==> src/rtl/freq_meter_ctrl.sv <==
// Frequency-meter sequencer: gated edge counting of the divider output with
// auto-ranging between pass-through and divided paths.
`timescale 1ns/1ps
module freq_meter_ctrl #(
  parameter int GATE_CYCLES   = 1000,
  parameter int CNT_W         = 12,
  parameter int HIGH_TH       = 4000,
  parameter int LOW_TH        = 300,
  parameter int SETTLE_CYCLES = 16
) (
  input  logic             clk,
  input  logic             rst_n,
  input  logic             en,
  input  logic             sig_in,
  output logic             range,
  output logic [CNT_W-1:0] count,
  output logic             count_range,
  output logic             valid,
  output logic             overflow
);

  localparam int TMAX = (GATE_CYCLES > SETTLE_CYCLES) ? GATE_CYCLES : SETTLE_CYCLES;
  localparam int TW   = $clog2(TMAX + 1);
  localparam logic [TW-1:0]  GATE_LAST   = TW'(GATE_CYCLES - 1);
  localparam logic [TW-1:0]  SETTLE_LAST = TW'(SETTLE_CYCLES - 1);
  localparam logic [CNT_W:0] HIGH_C      = (CNT_W+1)'(HIGH_TH);
  localparam logic [CNT_W:0] LOW_C       = (CNT_W+1)'(LOW_TH);

  typedef enum logic [1:0] {IDLE, MEASURE, DECIDE, SETTLE} state_t;

  state_t           state_q, state_d;
  logic [2:0]       sync_q;
  logic             edge_pulse;
  logic [TW-1:0]    tmr_q, tmr_d;
  logic [CNT_W-1:0] cnt_q, cnt_d;
  logic [CNT_W-1:0] count_q, count_d;
  logic             range_q, range_d;
  logic             crange_q, crange_d;
  logic             valid_q, valid_d;
  logic             ovf_q, ovf_d;
  logic             sw_up, sw_dn, publish;

  function automatic logic [CNT_W-1:0] sat_inc(input logic [CNT_W-1:0] v);
    return (&v) ? v : v + CNT_W'(1);
  endfunction

  // Two synchronizer flops plus one history flop; sig_in data path needs no reset
  always_ff @(posedge clk) begin
    sync_q <= {sync_q[1:0], sig_in};
  end

  assign edge_pulse = sync_q[1] & ~sync_q[2];

  always_ff @(posedge clk) begin
    if (!rst_n) state_q <= IDLE;
    else        state_q <= state_d;
  end

  always_comb begin
    state_d = state_q;
    unique case (state_q)
      IDLE:    if (en) state_d = MEASURE;
      MEASURE: if (!en) state_d = IDLE;
               else if (tmr_q == GATE_LAST) state_d = DECIDE;
      DECIDE:  if (!en) state_d = IDLE;
               else if (sw_up || sw_dn) state_d = SETTLE;
               else state_d = MEASURE;
      SETTLE:  if (!en) state_d = IDLE;
               else if (tmr_q == SETTLE_LAST) state_d = MEASURE;
      default: state_d = IDLE;
    endcase
  end

  // The decision is complete in DECIDE, so it still takes effect if en falls there
  always_comb begin
    sw_up   = (state_q == DECIDE) && !range_q && ({1'b0, cnt_q} >= HIGH_C);
    sw_dn   = (state_q == DECIDE) &&  range_q && ({1'b0, cnt_q} <  LOW_C);
    publish = (state_q == DECIDE) && !sw_up && !sw_dn;
  end

  always_comb begin
    tmr_d = '0;
    if ((state_q == MEASURE || state_q == SETTLE) && state_d == state_q)
      tmr_d = tmr_q + TW'(1);
    cnt_d = '0;
    if (state_q == MEASURE && en)
      cnt_d = edge_pulse ? sat_inc(cnt_q) : cnt_q;
    range_d  = range_q;
    if (sw_up) range_d = 1'b1;
    if (sw_dn) range_d = 1'b0;
    count_d  = publish ? cnt_q : count_q;
    crange_d = publish ? range_q : crange_q;
    ovf_d    = publish ? ((&cnt_q) & range_q) : ovf_q;
    valid_d  = publish;
  end

  always_ff @(posedge clk) begin
    if (!rst_n) begin
      tmr_q    <= '0;
      cnt_q    <= '0;
      count_q  <= '0;
      range_q  <= 1'b0;
      crange_q <= 1'b0;
      valid_q  <= 1'b0;
      ovf_q    <= 1'b0;
    end else begin
      tmr_q    <= tmr_d;
      cnt_q    <= cnt_d;
      count_q  <= count_d;
      range_q  <= range_d;
      crange_q <= crange_d;
      valid_q  <= valid_d;
      ovf_q    <= ovf_d;
    end
  end

  assign range       = range_q;
  assign count       = count_q;
  assign count_range = crange_q;
  assign valid       = valid_q;
  assign overflow    = ovf_q;

endmodule

==> config.mk <==
export PLATFORM = sky130hd
export DESIGN_NAME = freq_meter_ctrl
export DESIGN_NICKNAME = d
export VERILOG_FILES = /design/src/rtl/freq_meter_ctrl.sv
export SDC_FILE = /design/constraint.sdc
export NUM_CORES = 1
export LEC_CHECK = 0
export ABC_AREA = 0
export CAP_MARGIN = 20
export CORE_ASPECT_RATIO = 1.75
export CORE_MARGIN = 4
export CORE_UTILIZATION = 40
export CTS_BUF_LIST = sky130_fd_sc_hd__clkbuf_2 sky130_fd_sc_hd__clkbuf_4 sky130_fd_sc_hd__clkbuf_8
export DETAILED_ROUTE_END_ITERATION = 10
export GPL_TIMING_DRIVEN = 1
export PLACE_DENSITY = 0.6
export SYNTH_ARGS = -nofsm -noshare
export SYNTH_HDL_FRONTEND = slang
export SYNTH_SLANG_ARGS = --single-unit
==> constraint.sdc <==
create_clock -name clk -period 1.9 [get_ports clk]
set_clock_uncertainty 0.15 [all_clocks]
set_input_delay 0.57 -clock clk [delete_from_list [all_inputs] [get_ports clk]]
set_output_delay 0.57 -clock clk [all_outputs]
set_load 0.01 [all_outputs]
-- Yosys cells after proc, flatten, opt, wreduce, memory -nomap -nowiden
Index checks and enable logic that the tools add are counted.
- flip-flop bits (word level): 43
- input port bits: 4
- output and inout bits: 16
- word-level logic and storage cells: 51
- add/subtract/negate cells: 2
- $lt $le $gt $ge: 2
- equal/unequal tests: 6
- mux-type cells: 8
- bitwise logic cells: 5
- reduce and logical (&&, ||, !) cells: 19
- operators by type and width (cell ; number):
    2-bit 2-to-1 mux ; 7
    12-bit by 1-bit adder with 12-bit output (second input constant) ; 1
    12-bit greater-or-equal comparator (second input constant) ; 1
    12-bit by 9-bit < comparator with 1-bit output (second input constant) ; 1
    12-bit AND reduction ; 1
    10-bit by 1-bit adder with 10-bit output (second input constant) ; 1
    10-bit equality test (second input constant) ; 1
    10-bit by 4-bit equality test with 1-bit output (second input constant) ; 1
    1-bit logical AND ; 8
    2-bit one-hot mux with 4 select lines ; 1
    2-bit AND reduction ; 3
    2-bit equality test (second input constant) ; 2
    1-bit zero test ; 3
    1-bit inverter ; 3
    1-bit AND ; 2
    2-bit by 1-bit equality test with 1-bit output (second input constant) ; 1
    2-bit equality test ; 1
    2-bit zero test ; 1
    1-bit logical OR ; 2
    2-bit OR reduction ; 1

-- Logic depth before layout (Yosys ltp)
- depth in word-level cells: 10
- gate-level depth with buffers: 6
- depth with buffers taken out: 5

-- Worst setup path after synthesis
No wires, ideal clock.
- path kind: input to register
- from: input rst_n
- to: register cnt_q[10]
- library setup time: 0.072 ns
- arrival: 1.558 ns
- required time: 1.678 ns
- path slack: 0.120 ns
- stages: 5
- path buffers: 1
- cells stage by stage: nand3_1 -> or2_2 -> clkbuf_1 -> or2_2 -> mux2i_1
- cells in the longest elaborated chain, start to end: 1
- RTL lines (what ; RTL line ; source):
    start, declared ; 12 ; input logic rst_n,
    2-bit AND reduction (no source line) ; n/a ;
    end signal, assigned ; 108 ; cnt_q <= cnt_d;
    end, declared ; 35 ; logic [CNT_W-1:0] cnt_q, cnt_d;
Every way passes these cells.
A chain may end at the register's enable or synchronous reset.

-- Final worst setup path
- from: register count_q[7] (netlist: count[7])
- to: output count[7]
- RTL lines (what ; RTL line ; source):
    start, declared ; 36 ; logic [CNT_W-1:0] count_q, count_d;
    start signal, assigned ; 109 ; count_q <= count_d;
    end, declared ; 16 ; output logic [CNT_W-1:0] count,
No word-level cell between the ends.

==> flow_metrics.env <==
export IMPL_outcome="completed"
export IMPL_final_layout_size_suffix_gt1_frac=0.194
export IMPL_tns_ps=0
export IMPL_synth_most_common_cell="dfxtp_1"
export IMPL_path_class="flop to output pin"
export IMPL_cpMaxStageDelayCell="clkdlybuf4s50_1"
export IMPL_power_density_mw_per_mm2=642
export IMPL_die_area_mm2=0.00600
export IMPL_initial_core_util=0.411
export IMPL_antenna_found_initial=0
export IMPL_crit_cells=1
export IMPL_track_usage=0.156
export IMPL_ys_top_cells_by_area="dfxtp_1 45%, mux2i_1 8.4%, nand2_1 7.3%"
export IMPL_ys_warnings_count=0
export IMPL_io_pins=20
export IMPL_register_area_um2=862
export IMPL_hpwl_um=2940
export IMPL_drcViolationCount=0
export IMPL_synthFlopType="dfxtp_1"
export IMPL_grt_max_degree=29
export IMPL_drv_cap=0
export IMPL_root_buffer="clkbuf_8"
export IMPL_clkLatencyLatePin_ps=290
export IMPL_max_stage_delay_ps=530
export IMPL_syn_area_mm2=0.00192
export IMPL_core_mm2=0.00467
export IMPL_dp_cells=298
export IMPL_max_freq_mhz=536
export IMPL_row_count=33
export IMPL_cp_buffers_inverters=1
export IMPL_vias=1593
export IMPL_crit_fanout=2
export IMPL_min_period_over_period=0.981
export IMPL_diodes=0
export IMPL_numCtsBuffers=5
export IMPL_rsz0062_at_grt="no"
export IMPL_relSlewSlack=0.672
export IMPL_clkSinkCount=43
export IMPL_required_ps=1180
export IMPL_power_leakage_nw=1.09
export IMPL_fillers=450
export IMPL_wl_um=4070
export IMPL_grt_overflow=0
export IMPL_worst_path_dominant_cell_family="buffers and inverters"
export IMPL_routed_via_density=5.14
export IMPL_firstDrtPassIters=4
export IMPL_fin_crit_ps=1860
export IMPL_pre_cts_slack_ps=-362
export IMPL_synth_cell_type_count=40
export IMPL_reg2regPathDepth=6
export IMPL_cp_start_kind="flop"
export IMPL_worstMarginPinSlew_ps=485
export IMPL_ys_top_cells_by_count="43 x dfxtp_1, 37 x nand2_1, 20 x nor2_1"
export IMPL_synth_edf_count=0
export IMPL_irDropWorstVdd_mv=0.580
export IMPL_postLayoutCoreUtil=0.535
export IMPL_endpoint_kind="output pin"
export IMPL_ctsHoldBuffers=0
export IMPL_htreeDepth=2
export IMPL_routedWlPerCell_um=13.1
export IMPL_crit_chain="clkdlybuf4s50_1"
export IMPL_holdPathStages=0
export IMPL_grt_pass1_vias=1585
export IMPL_die_y_um=99.5
export IMPL_async_flop_share=0
export IMPL_grt_pass1_wl_um=7140
export IMPL_cts_buffer_depth=2
export IMPL_cts_clk_slew_worst_paths_ps=80
export IMPL_hold_ws_ps=183
export IMPL_syn_nets=217
export IMPL_final_setup_worst_slack_ps=35.6
export IMPL_finalHoldViolCount=0
export IMPL_multi_input_area_um2=987
export IMPL_instances_no_fill=310
export IMPL_setup_viol=0
export IMPL_syn_inst=210
export IMPL_crit_arrival_ps=1140
export IMPL_maxSlewViolCount=0
export IMPL_ant_nets=0
export IMPL_nNetsFinal=264
export IMPL_yosysTopAreaCellShare=0.449
export IMPL_gp_congestion=0.769
export IMPL_numPortBuffers=19
export IMPL_drtIter0Drc=43
export IMPL_synth_largest_area_cell="dfxtp_1"
export IMPL_ys_ff_latch=43
export IMPL_ys_seq_area_frac=0.449
export IMPL_cts_tree="built"
export IMPL_min_path_type="flop to flop"
export IMPL_synth_avg_cell_area_um2=9.12
export IMPL_areaGrowthSynthToFinish_pct=30.3
export IMPL_die_w_um=60.3
-- layout make-up --
cell class              instances  area share
clock buffers                   8      0.0416
inverters                       6     0.00902
flip-flops and latches         43       0.345
multi-input cells             152       0.395
well taps                      52      0.0261
repair buffers                 49       0.182
-- per-stage QoR --
stage	area [µm²]	total power, mW
final	2500	1.60
after CTS	2430	1.62
after global placement	2310	0.973
after floorplan	1920	0.951
after global routing	2500	1.66
after detailed placement	2310	0.974
-- sequential cells by signal, indices dropped and copies added, names as in the netlist --
name         count
cnt_q           12
count           12
tmr_q           10
sync_q           3
state_q          2
count_range      1
overflow         1
range            1
valid            1
-- worst paths after layout --
| kind | slack, ps | from | endpoint |
|---|---|---|---|
| worst max-delay path | 40 | count[7] | count[7] |
| worst min register to register | 180 | sync_q[0] | sync_q[1] |
| worst min-delay path | 180 | sync_q[0] | sync_q[1] |
| worst max register to register | 100 | cnt_q[0] | cnt_q[7] |
-- cells by family after synthesis --
family                     share of synthesized area
DFF                                            0.449
adders and majority gates                     0.0196
and+or+nand+nor                                0.274
AOI/OAI and AO/OA                             0.0830
buffers and inverters                         0.0398
muxes                                         0.0836
xor gates and xnor gates                      0.0503
-- cells in the final DEF, fill, tap and decap left out, types with 3 or more instances in the layout --
cell	Yosys	routed
dlymetal6s2s_1	0	13
clkbuf_8	0	7
o21ai_0	4	4
a21oi_1	7	7
nor3_1	4	4
buf_4	0	29
nand4_1	3	3
inv_1	6	6
or4_1	6	6
xnor2_1	8	8
nand2_1	37	37
ha_1	3	3
or3_1	3	3
xor2_1	3	3
nand3_1	8	7
nor2_1	20	20
nor4_1	3	3
dlygate4sd2_1	0	4
mux2i_1	16	16
o211ai_1	3	3
dfxtp_1	43	42
-- power breakdown --
part           internal [mW]  leakage (nW)  switching [mW]
clock network          0.346        0.0549           0.301
registers              0.906         0.348         0.00264
logic                 0.0215         0.684          0.0254
total                   1.27          1.09           0.329
-- what timing repair did --
| item | in CTS | in global routing |
|---|---|---|
| setup endpoints to repair | 20 | 28 |
| gates resized for setup | 6 | 15 |
| pin swaps | 1 | 2 |
| gates cloned | 0 | 0 |
| setup buffers | 1 | 3 |
-- metal layers --
metal,wire length [µm],track usage,up-vias,share of wire
li1,-,-,827,-
met1,1580,0.165,728,0.39
met2,2190,0.278,31,0.54
met3,179,0.0312,7,0.044
met4,116,0.0785,0,0.029
met5,0,0,-,0
Note: power is estimated with default switching activity, not from simulation.
